<file path="src/rtl/fm_audio_out.sv">
// fm_audio_out
//   Output stage for the FM synthesizer. Every DIV clocks it captures the three
//   offset-binary voice samples and their controls. On the next cycle it mixes
//   them into one saturated 12-bit offset-binary sample. A first-order
//   sigma-delta modulator turns that sample into a 1-bit stream for the RC
//   audio filter pin.
//
//   Optional feature: define FMOUT_DITHER_EN to add 2-bit LFSR dither ahead of
//   the sigma-delta stage. With the macro undefined, the stage sees mix_out
//   directly.
//
//   Ports
//     clk_i                  system clock
//     rst_n                  asynchronous active-low reset
//     sample_raw_1..3 [11:0] voice samples, offset binary (12'h800 = silence)
//     ch_en [2:0]            per-voice enable, bit k -> voice k+1
//     mute                   forces silence on the captured tick
//     atten [2:0]            master attenuation, arithmetic right shift 0..7
//     mix_out [11:0]         mixed sample, offset binary
//     mix_valid              one-cycle pulse when mix_out updates
//     pdm_o                  sigma-delta bitstream

module fm_audio_out #(
    parameter int DIV = 256
) (
    input  logic        clk_i,
    input  logic        rst_n,
    input  logic [11:0] sample_raw_1,
    input  logic [11:0] sample_raw_2,
    input  logic [11:0] sample_raw_3,
    input  logic [2:0]  ch_en,
    input  logic        mute,
    input  logic [2:0]  atten,
    output logic [11:0] mix_out,
    output logic        mix_valid,
    output logic        pdm_o
);

    localparam logic [15:0] DIV_LAST = 16'(DIV - 1);

    logic [15:0] div_cnt_q, div_cnt_d;
    logic        tick;

    logic [11:0] s1_q, s2_q, s3_q;
    logic [2:0]  en_q, atten_q;
    logic        mute_q;
    logic        cap_q;

    logic signed [13:0] sum, att;
    logic [11:0]        sat;
    logic [11:0]        mix_d;
    logic [11:0]        mix_q;
    logic               valid_q;

    logic [11:0] sd_in;
    logic [11:0] acc_q;
    logic [12:0] acc_sum;
    logic        pdm_q;

    // Sample-tick counter
    assign tick = (div_cnt_q == DIV_LAST);

    always_comb begin
        div_cnt_d = div_cnt_q + 16'd1;
        if (tick) div_cnt_d = '0;
    end

    always_ff @(posedge clk_i or negedge rst_n) begin
        if (!rst_n) div_cnt_q <= '0;
        else        div_cnt_q <= div_cnt_d;
    end

    // Capture stage: only the values present on the tick cycle are used
    always_ff @(posedge clk_i or negedge rst_n) begin
        if (!rst_n) begin
            s1_q    <= '0;
            s2_q    <= '0;
            s3_q    <= '0;
            en_q    <= '0;
            mute_q  <= 1'b0;
            atten_q <= '0;
            cap_q   <= 1'b0;
        end else begin
            cap_q <= tick;
            if (tick) begin
                s1_q    <= sample_raw_1;
                s2_q    <= sample_raw_2;
                s3_q    <= sample_raw_3;
                en_q    <= ch_en;
                mute_q  <= mute;
                atten_q <= atten;
            end
        end
    end

    // Offset binary -> sign-extended two's complement, zero when disabled
    function automatic logic signed [13:0] voice(input logic [11:0] raw, input logic en);
        logic [11:0] tc;
        tc = {~raw[11], raw[10:0]};
        return en ? $signed({{2{tc[11]}}, tc}) : 14'sd0;
    endfunction

    // Mix stage: the worst case of three full-scale voices (-6144..+6141)
    // still fits in 14 bits, so the sum cannot overflow before the clamp
    always_comb begin
        sum = voice(s1_q, en_q[0]) + voice(s2_q, en_q[1]) + voice(s3_q, en_q[2]);
        att = sum >>> atten_q;
        if (att > 14'sd2047)       sat = 12'h7FF;
        else if (att < -14'sd2048) sat = 12'h800;
        else                       sat = att[11:0];
        mix_d = {~sat[11], sat[10:0]};
        if (mute_q) mix_d = 12'h800;
    end

    always_ff @(posedge clk_i or negedge rst_n) begin
        if (!rst_n) begin
            mix_q   <= 12'h800;
            valid_q <= 1'b0;
        end else begin
            valid_q <= cap_q;
            if (cap_q) mix_q <= mix_d;
        end
    end

    assign mix_out   = mix_q;
    assign mix_valid = valid_q;

`ifdef FMOUT_DITHER_EN
    // 8-bit Fibonacci LFSR, taps 8,6,5,4; its two low bits are added to the
    // sample, saturating at full scale
    logic [7:0]  lfsr_q;
    logic [12:0] sd_wide;

    always_ff @(posedge clk_i or negedge rst_n) begin
        if (!rst_n) lfsr_q <= 8'hA5;
        else        lfsr_q <= {lfsr_q[6:0], lfsr_q[7] ^ lfsr_q[5] ^ lfsr_q[4] ^ lfsr_q[3]};
    end

    always_comb begin
        sd_wide = {1'b0, mix_q} + {11'b0, lfsr_q[1:0]};
        sd_in   = sd_wide[12] ? 12'hFFF : sd_wide[11:0];
    end
`else
    assign sd_in = mix_q;
`endif

    // First-order sigma-delta: the carry out of the modulo-4096 accumulator
    // is the output bit, so the ones density equals sd_in/4096
    assign acc_sum = {1'b0, acc_q} + {1'b0, sd_in};

    always_ff @(posedge clk_i or negedge rst_n) begin
        if (!rst_n) begin
            acc_q <= '0;
            pdm_q <= 1'b0;
        end else begin
            acc_q <= acc_sum[11:0];
            pdm_q <= acc_sum[12];
        end
    end

    assign pdm_o = pdm_q;

endmodule

</file>
<file path="config.mk">
export PLATFORM = sky130hd
export DESIGN_NAME = fm_audio_out
export DESIGN_NICKNAME = d
export VERILOG_FILES = /design/src/rtl/fm_audio_out.sv
export SDC_FILE = /design/constraint.sdc
export NUM_CORES = 1
export LEC_CHECK = 0
export CAP_MARGIN = 40
export CORE_ASPECT_RATIO = 2
export CORE_UTILIZATION = 59
export CTS_BUF_LIST = sky130_fd_sc_hd__clkbuf_4 sky130_fd_sc_hd__clkbuf_8
export CTS_CLUSTER_DIAMETER = 150
export DETAILED_ROUTE_END_ITERATION = 10
export PLACE_DENSITY = 0.85
export RECOVER_POWER = 100
export SETUP_SLACK_MARGIN = 0.02
export SYNTH_ARGS = -nofsm -noshare
export SYNTH_HDL_FRONTEND = slang
export SYNTH_SLANG_ARGS = --single-unit
</file>
<file path="constraint.sdc">
create_clock -name clk_i -period 4.5 [get_ports clk_i]
set_input_delay 0.9 -clock clk_i [delete_from_list [all_inputs] [get_ports clk_i]]
set_output_delay 0.9 -clock clk_i [all_outputs]
set_load 0.05 [all_outputs]
</file>
; Word level (Yosys, flattened, before mapping)
; Cells that the tools add are included.
; Widths: inputs -> output; s select.
[totals]
wordCells = 31
out_inout_bits = 14
ff_bits = 86
inputBits = 45
[op_classes]
addsub = 4
n_eq_ne = 1
n_lt_le_gt_ge = 2
shift = 1
mux = 7
bitwise_logic = 4
[ops]
columns = op, count
row1 = $mux 14, 3
row2 = $mux 12, 3
row3 = $add 14x14->14, 2
row4 = $add 16x1->16 const B, 1
row5 = $eq 16x8->1 const B, 1
row6 = $mux 16, 1
row7 = $gt 14x12->1 const B, 1
row8 = $lt 14x12->1 const B, 1
row9 = $sshr 14x3->14, 1
row10 = $add 12x12->13, 1
row11 = $not 1->1, 4

; Depth between registers and ports, before layout
; Gate-level depths: netlist of the first run.
[logic_depth]
ltp_word = 10
ltp_mapped = 14
ltp_nobuf = 13

; Worst setup path after synthesis of the first run
; OpenSTA, ideal clock, no wires.
[synth_path]
kind = flip-flop to flip-flop
startpoint = register en_q[0]
endpoint = register mix_q[4], in the netlist mix_out[4]
path_stages_with_launch = 14
t_arrival_ns = 3.546
slack_ns = 0.884
period_less_slack_ns = 3.616
path_buffers = 1
required_ns = 4.430
path_cell_list = dfrtp_1 > clkbuf_1 > nand2_1 > fa_1 > inv_1 > fa_1 > a211oi_2 > o211ai_2 > a41oi_2 > xnor2_2 > o21ai_1 > a2bb2oi_2 > or4_1 > nand3_1
[synth_between]
elab_chain_len = 8
elab_cells_between_ends = 9
cone_classes = add/sub: 2 / order compare: 2 / shift: 1 / mux: 4
[synth_rtl]
columns = item, line
row1 = "start, declared", 45  ; logic [2:0] en_q, atten_q;
row2 = "start signal, assigned", 89  ; en_q <= ch_en;
row3 = $mux 14 *, 100  ; return en ? $signed({{2{tc[11]}}, tc}) : 14'sd0;
row4 = $add 14x14->14 * (2 in series), 106  ; sum = voice(s1_q, en_q[0]) + voice(s2_q, en_q[1]) + voice(s3_q, en_q[2]);
row5 = $sshr 14x3->14 *, 107  ; att = sum >>> atten_q;
row6 = $lt 14x12->1, 109  ; else if (att < -14'sd2048) sat = 12'h800;
row7 = $mux 12, 109
row8 = $mux 12 *, 108  ; if (att > 14'sd2047) sat = 12'h7FF;
row9 = $mux 12 *, 112  ; if (mute_q) mix_d = 12'h800;
row10 = "end signal, assigned", 121  ; if (cap_q) mix_q <= mix_d;
row11 = "end, declared", 52  ; logic [11:0] mix_q;
; Mark *: on every way between the ends. The rest lies on a longest branch, timed or not.
; A chain may end at the register's enable or synchronous reset.

; Worst setup path in the final report of the first run
[layout_path]
startpoint = register en_q[1]
endpoint = register mix_q[4], in the netlist mix_out[4]
; The elaborated chain is that of the path after synthesis.

==> results.toml, run 1 <==
[run_status]
status = "finished with violations"
violations = "capacitance limit, slew limit"

[sta]
fin_tns_setup_ns = 0
timing.final.ws_setup_ns = 0.441
worst_pin_slew_ns = 2.20
fin_hold_ws_ns = 0.453
setup_violations = 0
finalHoldViolations = 0
skew_ns = 0.0140
timing.slew.headroom_pct = -47.0
fmax_mhz = 246
fin_crit_sh_pct = 90.2
rsz0062_at_grt = "false"
layout_min_cycle_time_ns = 4.06
slew_violations = 85

[power_and_ir_drop]
p_per_area_nw_per_um2 = 234
irDropWorstVdd_uv = 197
switching_power_w = 0.000296
p_clk_share_pct = 41.8
p_int_w = 0.00112
swShare_pct = 20.8
seqPwrFrac_pct = 54.4
finalPower_w = 0.00142
combPwrFrac_pct = 3.7
p_leak_nw = 3.05

[synth]
synth_top_area_share_pct = 40.6
syn-mean-instance-area_um2 = 10.2
synthArstFlopShare_pct = 100
ys_ff_latch = 86
synth_seq_area_share_pct = 41.1
syn_nets = 596
synth_commonest_cells = "dfrtp_1 (85), nand2_1 (56), mux2_2 (41), nor2_1 (33), inv_1 (31)"
synth_edf_count = 0
synth-warning-count = 0
yosys.cell_types.count = 59
synth_most_common_cell = "dfrtp_1"
yosys.area.top_type = "dfrtp_1"
synth_area_um2 = 5240
synthFlopType = "dfrtp_1"
yosys-top-cells-area = "dfrtp_1 (41%), mux2_2 (8.8%), ha_1 (6.0%)"
postSynthCellCount = 512

[setup_path]
cp_max_fo = 13
regToRegStartpoint = "en_q[1]$_DFFE_PN0P_"
crit_path_max_incr_delay_ns = 0.61
endpoint = "mix_out[4]$_DFFE_PN0P_"
critPathKind = "flip-flop to flip-flop"
cp-end-kind = "flip-flop"
cp-start-kind = "flip-flop"
cp.required_ns = 4.80
arrival_ns = 4.36
cp_common_cell = "fa_1"
reg2reg_slack_ns = 0.44
regToRegEndpoint = "mix_out[4]$_DFFE_PN0P_"
critPathSlowestCell = "dfrtp_1"
cp-startpoint = "en_q[1]$_DFFE_PN0P_"
rr_worst_depth = 12
path_cells = "and2_0 > fa_1 > ha_1 > fa_1 > a211oi_2 > o211ai_1 > a41oi_2 > xnor2_2 > o21ai_1 > a2bb2oi_1 > or4_1 > nand3_1"

[detailed_routing]
wl_per_cell_um = 17.4
totalWireLength_mm = 11.6
drcViolationCount = 0
postRouteAntennaNets = 0
vias = 4035
first_pass_iters = 4
via_per_inst = 6.06
drt_iter0_markers = 210

[finish]
fillers = 657
utilization_pct = 70.5
layout.nets = 645
area.growth.synth_to_final_pct = 15.7
drive_gt1_share_pct = 12.4
antennaDiodeCount = 0

[clock_tree]
cts-htree-levels = 3
post_cts_buffers = 0
clk_latency_ns = 0.37
cts_tree = "yes"
cts_resized = 0
clock_path_buffers = 2
cts_hold_buffers = 0
clk_root_buffer_cell = "clkbuf_8"
clkTransAtPathRegs_ns = 0.08
cts_buffers = 9
numClockSinks = 86

[global_route]
grtUsageTotal_pct = 28.3
grt-ovfl-total = 0
grt_max_degree = 45
grt_pass1_wl_mm = 19.3
grt_antenna_before_repair = 0
grt_pass1_vias = 4256

[die]
fp.dieW_um = 68.6
die_area_um2 = 9280
pin_count = 59
initial_core_util_pct = 61.0
die_h_um = 135
core_area_um2 = 8590
rows = 48

[placed_design]
place_congestion = 1.08
portBuffers = 58
pre_cts_ws_ns = 0.509
hpwl_mm = 9.14

[hold_path]
hold_class = "flip-flop to flip-flop"

[flow_run]
maxCapViolCount = 2
[layout by cell type (no fill, tap or decap), types with 3 or more instances in the layout]
cell type and n:
a21o_1 8, and2_1 4, o21ai_0 17, xnor2_1 21, o21ai_1 3, clkdlybuf4s50_1 43, o31ai_1 3, mux2i_1 8
o211ai_1 4, nor2_1 33, ha_1 25, inv_1 31, o21bai_1 3, nor4_1 3, nor2b_1 8, and3_1 5
xor2_1 10, clkbuf_8 9, fa_1 14, a21oi_1 29, a211oi_1 11, nand2_1 56, nand2b_1 5, mux2_2 41
nand3_1 16, nor3_1 5, nand4_1 3, dfrtp_1 85, dlygate4sd3_1 14
[routing by layer]
layer | track usage, % | wire, um | vias to the layer above
met4 | 17.2 | 639 | 0
met2 | 50.1 | 6560 | 129
met1 | 29.0 | 4010 | 1969
met3 | 5.39 | 364 | 55
met5 | 0 | 0 | -
li1 | - | - | 1882
[worst max-delay path, delay by kind of cell, from the launching register on]
kind | cells | cell delay [ns]
simple gates | 3 | 0.88
xor+xnor | 1 | 0.20
flops | 1 | 0.61
compound gates | 5 | 1.19
fa+ha+maj | 3 | 1.12
[state kept, by name (all words and copies together), names as in the netlist]
register,count
mute_q,1
acc_q,12
s1_q,12
mix_valid,1
s2_q,12
div_cnt_q,16
atten_q,3
cap_q,1
pdm_o,1
s3_q,12
mix_out,12
en_q,3
[how the worst min path moves through the flow]
stage                                endpoint       startpoint  slack (ns)  depth (start not counted)
after floorplan           mix_valid$_DFF_PN0_  cap_q$_DFF_PN0_        0.40                          0
after global placement    mix_valid$_DFF_PN0_  cap_q$_DFF_PN0_        0.44                          0
after detailed placement  mix_valid$_DFF_PN0_  cap_q$_DFF_PN0_        0.44                          0
after CTS                 mix_valid$_DFF_PN0_  cap_q$_DFF_PN0_        0.46                          0
after global routing      mix_valid$_DFF_PN0_  cap_q$_DFF_PN0_        0.48                          0
final                     mix_valid$_DFF_PN0_  cap_q$_DFF_PN0_        0.45                          0
[area by class of cell]
class | count | area (um^2) | share of cell area [%]
sequential | 86 | 2150 | 35.6
inverter | 31 | 116 | 1.92
timing repair buffer | 61 | 591 | 9.75
multi-input combinational | 372 | 2850 | 47.1
clock buffer | 10 | 131 | 2.17
tap | 100 | 125 | 2.07
clock inverter | 6 | 86.3 | 1.43
[cell families (layout without fill, tap and decap cells)]
logic type / count (synthesis) / count (layout) / synth area share [%]
xor+xnor: 32 / 32 / 5.50
simple gates: 146 / 146 / 12.9
flops: 86 / 86 / 41.1
buf+inv: 54 / 108 / 4.18
compound gates: 105 / 105 / 14.2
fa+ha+maj: 39 / 39 / 11.3
mux: 50 / 50 / 10.8
[through the flow]
stage / cell area [um^2] / instances
floorplan: 5240 / 512
finish: 6060 / 666
CTS: 6100 / 666
global route: 6060 / 666
detailed placement: 5890 / 650
global placement: 5850 / 648
[power by group through the flow]
| stage | logic [W] | clock network (W) | registers, W |
|---|---|---|---|
| 6_report | 0.0000528 | 0.000593 | 0.000772 |
| 3_5_place_dp | 0.0000561 | 0 | 0.000787 |
| 5_1_grt | 0.0000583 | 0.000634 | 0.000772 |
| 3_3_place_gp | 0.0000535 | 0 | 0.000787 |
| 4_1_cts | 0.0000564 | 0.000605 | 0.000772 |
| 2_1_floorplan | 0.000000324 | 0 | 0.000788 |
Power figures use the tool's default switching activity.
==> run 2: changes to the inputs <==
Settings changed: CTS_CLUSTER_SIZE set to 16.
==> results of run 2 <==
No change in the layout: final DEF, timing and power equal those of run 1.
==> run 3: changes to the inputs <==
Settings changed: ABC_CLOCK_PERIOD_IN_PS set to 4900, CORE_UTILIZATION 59 to 60, PLACE_DENSITY 0.85 to 0.86.
Clock period 4.5 ns to 4.9 ns, I/O delays scaled along.
==> run 3 against run 2 <==
  * The run still ends with capacitance limit, slew limit left
  * Via count is 0.67% lower
  * Count of clock-buffer cells in the layout is 2 higher
  * Register-to-register slack better by 0.15 ns
  * Clock power is 12% lower
==> results.toml, run 3 (synthesis gave the netlist of run 1 again) <==
[run_status]
status = "finished with violations"
violations = "capacitance limit, slew limit"

[power_and_ir_drop]
p_clk_share_pct = 40.8
p_per_area_nw_per_um2 = 212
switching_power_w = 0.000271
seqPwrFrac_pct = 55.3
combPwrFrac_pct = 3.9
irDropWorstVdd_uv = 218
p_leak_nw = 3.04
swShare_pct = 21.1
p_int_w = 0.00101

[detailed_routing]
vias = 4008
first_pass_iters = 4
via_per_inst = 6.05
wl_per_cell_um = 17.6
postRouteAntennaNets = 0
drcViolationCount = 0
totalWireLength_mm = 11.6
drt_iter0_markers = 198

[sta]
slew_violations = 74
fin_crit_sh_pct = 88.0
rsz0062_at_grt = "false"
worst_pin_slew_ns = 2.00
layout_min_cycle_time_ns = 4.31
skew_ns = 0.0146
fin_tns_setup_ns = 0
setup_violations = 0
timing.slew.headroom_pct = -33.2
fmax_mhz = 232
finalHoldViolations = 0

[global_route]
grt_max_degree = 56
grt_pass1_vias = 4315
grtUsageTotal_pct = 29.2
grt_antenna_before_repair = 0
grt-ovfl-total = 0
grt_pass1_wl_mm = 19.7

[finish]
layout.nets = 644
drive_gt1_share_pct = 12.2
final_common_cell = "dfrtp_1"
layout_common_cells = "dfrtp_1 (85), nand2_1 (56), clkdlybuf4s50_1 (43)"
area.growth.synth_to_final_pct = 15.7
fillers = 620
largest_reg_flops = 16
antennaDiodeCount = 0
regMostFlops = "div_cnt_q"
final_area_um2 = 6060

[clock_tree]
post_cts_buffers = 0
clock_path_buffers = 2
clkTransAtPathRegs_ns = 0.08
clk_root_buffer_cell = "clkbuf_8"
cts-htree-levels = 3
clk_latency_ns = 0.38
numClockSinks = 86
cts_buffers = 9
cts_hold_buffers = 0
cts_resized = 0
cts_tree = "yes"

[setup_path]
arrival_ns = 4.61
critPathKind = "flip-flop to flip-flop"
cp-start-kind = "flip-flop"
cp-end-kind = "flip-flop"
cp_max_fo = 13
cp.required_ns = 5.20
critPathSlowestCell = "a21oi_1"
path_cells = "and2_0 > fa_1 > ha_1 > fa_1 > a211oi_2 > o211ai_2 > a41oi_1 > xnor2_1 > nand2_1 > a21oi_1 > a21oi_1 > nand3_1"
crit_path_max_incr_delay_ns = 0.65

[die]
fp.dieW_um = 68.1
core_area_um2 = 8350
die_h_um = 134
pin_count = 59
rows = 47
initial_core_util_pct = 62.7
die_area_um2 = 9130

[hold_path]
hold_class = "flip-flop to flip-flop"

[placed_design]
dpl_cell_area_um2 = 5880
portBuffers = 58
place_congestion = 0.987
hpwl_mm = 9.14

[flow_run]
maxCapViolCount = 2
run 3: cell count changes in the layout (fill, tap and decap cells not counted), sizes merged:
cell	previous run	this run
clkinvlp	1	2
bufinv	2	1
clkinv	3	0
inv	31	32
clkbuf	13	14
run 3: power groups by stage:
stage / Clock, W / Sequential (W) / Combinational (W)
after floorplan: 0 / 0.000723 / 0.000000298
after global placement: 0 / 0.000723 / 0.0000480
after detailed placement: 0 / 0.000723 / 0.0000515
after CTS: 0.000535 / 0.000709 / 0.0000519
after global routing: 0.000561 / 0.000709 / 0.0000560
final: 0.000523 / 0.000709 / 0.0000507
run 3: per-stage QoR:
stage / total power, W / utilization, % / worst slack, ns / hold WS, ns / cells
2_1_floorplan: 0.000724 / - / 1.28 / 0.395 / 512
3_3_place_gp: 0.000771 / 69.9 / 1.04 / 0.423 / 645
3_5_place_dp: 0.000775 / 70.5 / 0.865 / 0.422 / 647
4_1_cts: 0.00130 / 73.0 / 0.837 / 0.439 / 663
5_1_grt: 0.00133 / 72.6 / 0.251 / 0.460 / 663
6_report: 0.00128 / 72.6 / 0.589 / 0.436 / 663
run 3: path summary, 6_finish.rpt:
kind	startpoint	end	slack (ns)	depth (start not counted)
min in group asynchronous	rst_n	acc_q[4]$_DFF_PN0_	1.09	1
min	cap_q$_DFF_PN0_	mix_valid$_DFF_PN0_	0.44	0
max reg2reg	en_q[0]$_DFFE_PN0P_	mix_out[4]$_DFFE_PN0P_	0.59	12
max in group asynchronous	rst_n	acc_q[9]$_DFF_PN0_	2.72	1
min reg2reg	cap_q$_DFF_PN0_	mix_valid$_DFF_PN0_	0.44	0
max	en_q[0]$_DFFE_PN0P_	mix_out[4]$_DFFE_PN0P_	0.59	12
run 3: routing by layer:
metal  vias up  part of all wire (%)  wire length (um)  global-route usage, %
li1       1882                     -                 -                      -
met1      1946                    34              3960                   28.6
met2       126                    57              6620                   51.6
met3        54                   3.3               385                   6.55
met4         0                   5.9               684                   18.9
met5         -                     0                 0                      0
run 3: critical path, delay by kind of cell (launching register included):
kind,cells,cell delay (ns)
AOI/OAI and AO/OA,5,1.72
xor gates and xnor gates,1,0.29
adders and majority gates,3,1.18
DFF,1,0.54
and+or+nand+nor,3,0.52
run 3: final cells by class:
type / instances / area, um^2 / area share (%)
clock buffer: 12 / 159 / 2.62
clock inverter: 4 / 53.8 / 0.888
multi-input combinational: 372 / 2850 / 47.0
inverter: 31 / 116 / 1.92
tap: 98 / 123 / 2.02
sequential: 86 / 2150 / 35.5
timing repair buffer: 60 / 606 / 9.99
